### src/rtl/key_debounce_pkg.sv
// Shared definitions for the key debouncer: per-channel FSM encoding and default timing.
package key_debounce_pkg;

  typedef enum logic [1:0] {
    ST_IDLE       = 2'd0,
    ST_DB_PRESS   = 2'd1,
    ST_PRESSED    = 2'd2,
    ST_DB_RELEASE = 2'd3
  } db_state_e;

  localparam int unsigned CNT_MAX_20MS_12M = 240000;

endpackage

### src/rtl/key_debounce_ch.sv
// Single-key conditioner: 2-flop synchroniser, debounce FSM with stability counter,
// registered level and press/release pulses.
module key_debounce_ch
  import key_debounce_pkg::*;
#(
  parameter int unsigned CNT_MAX = CNT_MAX_20MS_12M,
  parameter int unsigned CNT_W   = 18
) (
  input  logic clk,
  input  logic rst_n,
  input  logic key_n,
  output logic key_state,
  output logic key_press,
  output logic key_release
);

  localparam logic [CNT_W-1:0] CNT_LAST = CNT_W'(CNT_MAX - 1);

  logic             sync1;
  logic             ks;
  db_state_e        state;
  db_state_e        state_nx;
  logic [CNT_W-1:0] cnt;
  logic [CNT_W-1:0] cnt_nx;
  logic             press_nx;
  logic             release_nx;

  // Synchroniser resets to released; outputs follow the next state so they are registered.
  always_ff @(posedge clk or negedge rst_n) begin
    if (!rst_n) begin
      sync1       <= 1'b1;
      ks          <= 1'b1;
      state       <= ST_IDLE;
      cnt         <= '0;
      key_state   <= 1'b0;
      key_press   <= 1'b0;
      key_release <= 1'b0;
    end else begin
      sync1       <= key_n;
      ks          <= sync1;
      state       <= state_nx;
      cnt         <= cnt_nx;
      key_state   <= (state_nx == ST_PRESSED) || (state_nx == ST_DB_RELEASE);
      key_press   <= press_nx;
      key_release <= release_nx;
    end
  end

  // Next-state and counter; any bounce during a debounce window restarts from the stable state.
  always_comb begin
    state_nx   = state;
    cnt_nx     = '0;
    press_nx   = 1'b0;
    release_nx = 1'b0;
    case (state)
      ST_IDLE: begin
        if (!ks) state_nx = ST_DB_PRESS;
      end
      ST_DB_PRESS: begin
        if (ks) begin
          state_nx = ST_IDLE;
        end else if (cnt == CNT_LAST) begin
          state_nx = ST_PRESSED;
          press_nx = 1'b1;
        end else begin
          cnt_nx = cnt + CNT_W'(1);
        end
      end
      ST_PRESSED: begin
        if (ks) state_nx = ST_DB_RELEASE;
      end
      ST_DB_RELEASE: begin
        if (!ks) begin
          state_nx = ST_PRESSED;
        end else if (cnt == CNT_LAST) begin
          state_nx   = ST_IDLE;
          release_nx = 1'b1;
        end else begin
          cnt_nx = cnt + CNT_W'(1);
        end
      end
      default: state_nx = ST_IDLE;
    endcase
  end

endmodule

### src/rtl/key_debounce.sv
// Multi-channel push-button conditioner: one independent debounce channel per key.
module key_debounce
  import key_debounce_pkg::*;
#(
  parameter int unsigned KEY_NUM = 2,
  parameter int unsigned CNT_MAX = CNT_MAX_20MS_12M,
  parameter int unsigned CNT_W   = 18
) (
  input  logic               clk,
  input  logic               rst_n,
  input  logic [KEY_NUM-1:0] key_n,
  output logic [KEY_NUM-1:0] key_state,
  output logic [KEY_NUM-1:0] key_press,
  output logic [KEY_NUM-1:0] key_release
);

  for (genvar i = 0; i < int'(KEY_NUM); i++) begin : g_ch
    key_debounce_ch #(
      .CNT_MAX (CNT_MAX),
      .CNT_W   (CNT_W)
    ) u_ch (
      .clk         (clk),
      .rst_n       (rst_n),
      .key_n       (key_n[i]),
      .key_state   (key_state[i]),
      .key_press   (key_press[i]),
      .key_release (key_release[i])
    );
  end

endmodule

### config.mk
export PLATFORM = sky130hd
export DESIGN_NAME = key_debounce
export DESIGN_NICKNAME = d
export VERILOG_FILES = /design/src/rtl/key_debounce_pkg.sv /design/src/rtl/key_debounce_ch.sv /design/src/rtl/key_debounce.sv
export SDC_FILE = /design/constraint.sdc
export NUM_CORES = 1
export LEC_CHECK = 0
export CORE_UTILIZATION = 60
export DETAILED_ROUTE_END_ITERATION = 6
export PLACE_DENSITY = 0.85
export RECOVER_POWER = 50
export SYNTH_ARGS = -nofsm -noshare
export SYNTH_HDL_FRONTEND = slang
export SYNTH_HIERARCHICAL = 1
export SYNTH_SLANG_ARGS = --single-unit
### constraint.sdc
create_clock -name clk -period 4.7 [get_ports clk]
set_clock_uncertainty 0.15 [all_clocks]
set_input_delay 0.94 -clock clk [delete_from_list [all_inputs] [get_ports clk]]
set_output_delay 0.94 -clock clk [all_outputs]
set_load 0.03 [all_outputs]
==> results.json <==
{
  "synth_warnings": 6,
  "tightest_slew_ns": 2.557,
  "outcome": "finished with violations",
  "startpoint_type": "input port",
  "met1Wirelength_mm": 1.949,
  "crit_path_end_kind": "asynchronous set/reset pin",
  "synthesis.area_mm2": 0.002362,
  "timing.final.max_slew_violations": 51,
  "cp_cell_sequence": "clkbuf_1",
  "drt_iter0_markers": 175,
  "timing.critical_path.slowest_cell_delay_ns": 1.79,
  "synth_sequential_area_ratio": 0.5318,
  "die-width_um": 64.75,
  "cts_hold_buf": 0,
  "fmaxAchievable_mhz": 330.7,
  "ys_seq_elements": 50,
  "overflow": 0,
  "crit-reg2reg-launch": "g_ch[1].u_ch/cnt[12]",
  "power.switching_fraction": 0.2126,
  "worst_ep_required_time_ns": 4.42,
  "place.detailed.instances": 275,
  "worstPathMaxFanout": 50,
  "arrival_ns": 2.74,
  "netlist_top_cells_area": "sky130_fd_sc_hd__dfrtp_1 49%, sky130_fd_sc_hd__nor2_1 5.7%, sky130_fd_sc_hd__xnor2_1 5.2%",
  "fp.dieArea_mm2": 0.004192,
  "max-slew-margin-rel": -0.7049,
  "top_layer_used": "met4",
  "maxCapViolations": 1,
  "vias": 1682,
  "worstSetupStartpoint": "rst_n",
  "ctsLongestPathBuffers": 2,
  "final.setup.tns_ns": 0,
  "timing.critical_path.max_delay_family": "buffers and inverters",
  "cellInternalPower_mw": 0.5981,
  "metal3_wl_um": 157,
  "most_common_library_cell_in_the_layout_ignoring_fill_and_taps": "sky130_fd_sc_hd__dfrtp_1",
  "post_synth_num_cell_types": 32,
  "hpwlAfterDp_mm": 2.724,
  "share_comb_of_total_power": 0.025,
  "drtPass1Iterations": 4,
  "critPathSlowestCell": "sky130_fd_sc_hd__clkbuf_1",
  "final.hold.worst_slack_ns": 0.2092,
  "cts_resized": 0,
  "path_buf_inv": 1,
  "number_of_setup_violations_in_the_final_report": 0,
  "syn_nets": 230,
  "cts-root-buf": "sky130_fd_sc_hd__clkbuf_8",
  "floorplan.core_area_mm2": 0.003716,
  "p_seq_frac": 0.578,
  "grt_max_degree": 51,
  "cts_made_buffers": 5,
  "tritoncts_clock_tree": "built",
  "regToRegSetupSlack_ns": 2.50,
  "preCtsSetupSlack_ns": 2.541,
  "postRouteWirelength_mm": 4.114,
  "final_cycle_utilization_of_the_critical_path": 0.6434,
  "syn_inst": 224,
  "yosys.area.top_type_share": 0.4873,
  "share_clk_of_total_power": 0.396,
  "clock_sink_count": 50,
  "clk_pin_slew_worst_paths_ns": 0.09,
  "syn_area_per_cell_um2": 10.55,
  "worst_hold_path_type": "flop to flop",
  "layout_setup_ws_ns": 1.676,
  "htree_num_levels": 2,
  "dr_wl_met2_mm": 1.968,
  "final_layout_size_suffix_gt1_frac": 0.09362,
  "worstSkewPairLatency_ns": 0.30,
  "rows": 22,
  "first_global_vias": 1658,
  "worst_hold_startpoint": "g_ch[0].u_ch/sync1",
  "postLayoutCellArea_mm2": 0.002560,
  "power.leakage_nw": 1.019,
  "area_growth_pct": 8.369,
  "place_congestion": 0.8495,
  "synthDominantAreaCellType": "sky130_fd_sc_hd__dfrtp_1",
  "switching_power_mw": 0.1615,
  "drt_drc_violations_left": 0,
  "utilization": 0.6889,
  "total_power_mw": 0.7596,
  "drt-vias-per-instance": 5.943,
  "initial_utilization": 0.6357,
  "timing_hold_violations_final": 0,
  "timing.setup.critical_path_class": "input port to asynchronous set/reset pin",
  "cts_setup_buffers": 0,
  "grt_antenna_before_repair": 0,
  "failed_checks": "max-capacitance violations, max-slew violations",
  "die_y_um": 64.75,
  "insertedDiodeCount": 0,
  "wire_per_inst_um": 14.54,
  "power.density_cell_area_mw_per_mm2": 296.7,
  "global_route_wire_length_before_repair_mm": 7.341,
  "rsz_0062_raised_after_global_routing": "no",
  "layout.nets": 240,
  "final_period_minus_worst_setup_slack_ns": 3.024,
  "post_layout_nonfiller_instances": 283,
  "ant_nets": 0,
  "max-vdd-ir-drop_v": 0.0002297,
  "most-common-layout-cells": "46 x sky130_fd_sc_hd__dfrtp_1, 36 x sky130_fd_sc_hd__nor2_1, 18 x sky130_fd_sc_hd__nand3_1, 14 x sky130_fd_sc_hd__xnor2_1, 14 x sky130_fd_sc_hd__nand2_1",
  "grtUsageTotal": 0.2271,
  "port_buffers": 9,
  "ios": 10,
  "dpl-instance-area_mm2": 0.002447
}
==> cell usage after synthesis <==
cell type and count:
sky130_fd_sc_hd__nand4_2 2, sky130_fd_sc_hd__o31ai_1 4, sky130_fd_sc_hd__nand3_1 18, sky130_fd_sc_hd__or4b_1 4
sky130_fd_sc_hd__nor2_1 36, sky130_fd_sc_hd__o41ai_1 2, sky130_fd_sc_hd__ha_1 2, sky130_fd_sc_hd__dfstp_2 4
sky130_fd_sc_hd__or2_1 2, sky130_fd_sc_hd__o21ai_0 2, sky130_fd_sc_hd__or4_1 2, sky130_fd_sc_hd__and4_1 2
sky130_fd_sc_hd__or4_4 2, sky130_fd_sc_hd__and4_2 2, sky130_fd_sc_hd__a21o_1 2, sky130_fd_sc_hd__nor4_1 2
sky130_fd_sc_hd__xnor2_1 14, sky130_fd_sc_hd__xor2_1 12, sky130_fd_sc_hd__dfrtp_1 46, sky130_fd_sc_hd__nor4_2 2
sky130_fd_sc_hd__nor3_1 6, sky130_fd_sc_hd__nand2_1 14, sky130_fd_sc_hd__buf_6 4, sky130_fd_sc_hd__a21oi_1 6
sky130_fd_sc_hd__a21oi_2 2, sky130_fd_sc_hd__buf_4 2, sky130_fd_sc_hd__nand4_1 10, sky130_fd_sc_hd__and2_1 4
sky130_fd_sc_hd__or3_1 2, sky130_fd_sc_hd__inv_1 6, sky130_fd_sc_hd__mux2i_1 4, sky130_fd_sc_hd__and3_1 2
==> sequential cells by signal, summed over array words and instances, names as in the netlist <==
register,count
g_ch.u_ch/key_release,2
g_ch.u_ch/sync1,2
g_ch.u_ch/state,4
g_ch.u_ch/key_state,2
g_ch.u_ch/ks,2
g_ch.u_ch/cnt,36
g_ch.u_ch/key_press,2
==> power by group through the flow <==
stage	logic, mW	registers (mW)	clock network (mW)
6_report	0.0193	0.439	0.301
5_1_grt	0.0226	0.440	0.325
4_1_cts	0.0207	0.439	0.308
3_5_place_dp	0.0205	0.448	0
3_3_place_gp	0.0199	0.448	0
2_1_floorplan	0.0110	0.447	0
==> kinds of logic (layout without fill, tap and decap cells) <==
logic type / count (synthesis) / in the layout / share of synthesized area
flip-flops: 50 / 50 / 0.5318
AO/OA/AOI/OAI: 18 / 18 / 0.05085
adder cells (fa/ha/maj): 2 / 2 / 0.01059
multiplexers: 4 / 4 / 0.01695
AND/OR/NAND/NOR: 112 / 112 / 0.2585
buffers and inverters: 12 / 23 / 0.03495
XOR/XNOR: 26 / 26 / 0.09640
==> metal layers <==
metal | vias up | GRT usage
li1 | 806 | -
met1 | 828 | 0.3154
met2 | 44 | 0.3411
met3 | 4 | 0.05106
met4 | 0 | 0.09722
met5 | - | 0
==> worst paths after layout <==
kind	endpoint	depth (start not counted)
hold reg to reg	g_ch[0].u_ch/ks	0
min in group asynchronous	g_ch[0].u_ch/cnt[17]	1
hold / removal	g_ch[0].u_ch/ks	0
max in group clk	key_release[1]	1
setup reg to reg	g_ch[1].u_ch/cnt[12]	4
setup / recovery	g_ch[1].u_ch/cnt[9]	1
==> area by class of cell <==
cell class | count | area, um2
inverter | 6 | 22.52
multi-input combinational | 162 | 1023
clock buffer | 5 | 68.82
tap | 48 | 60.06
fill | 277 | 1156
sequential | 50 | 1256
clock inverter | 3 | 45.04
timing repair buffer | 9 | 83.83
No activity file was read; power rests on OpenSTA's default activity.
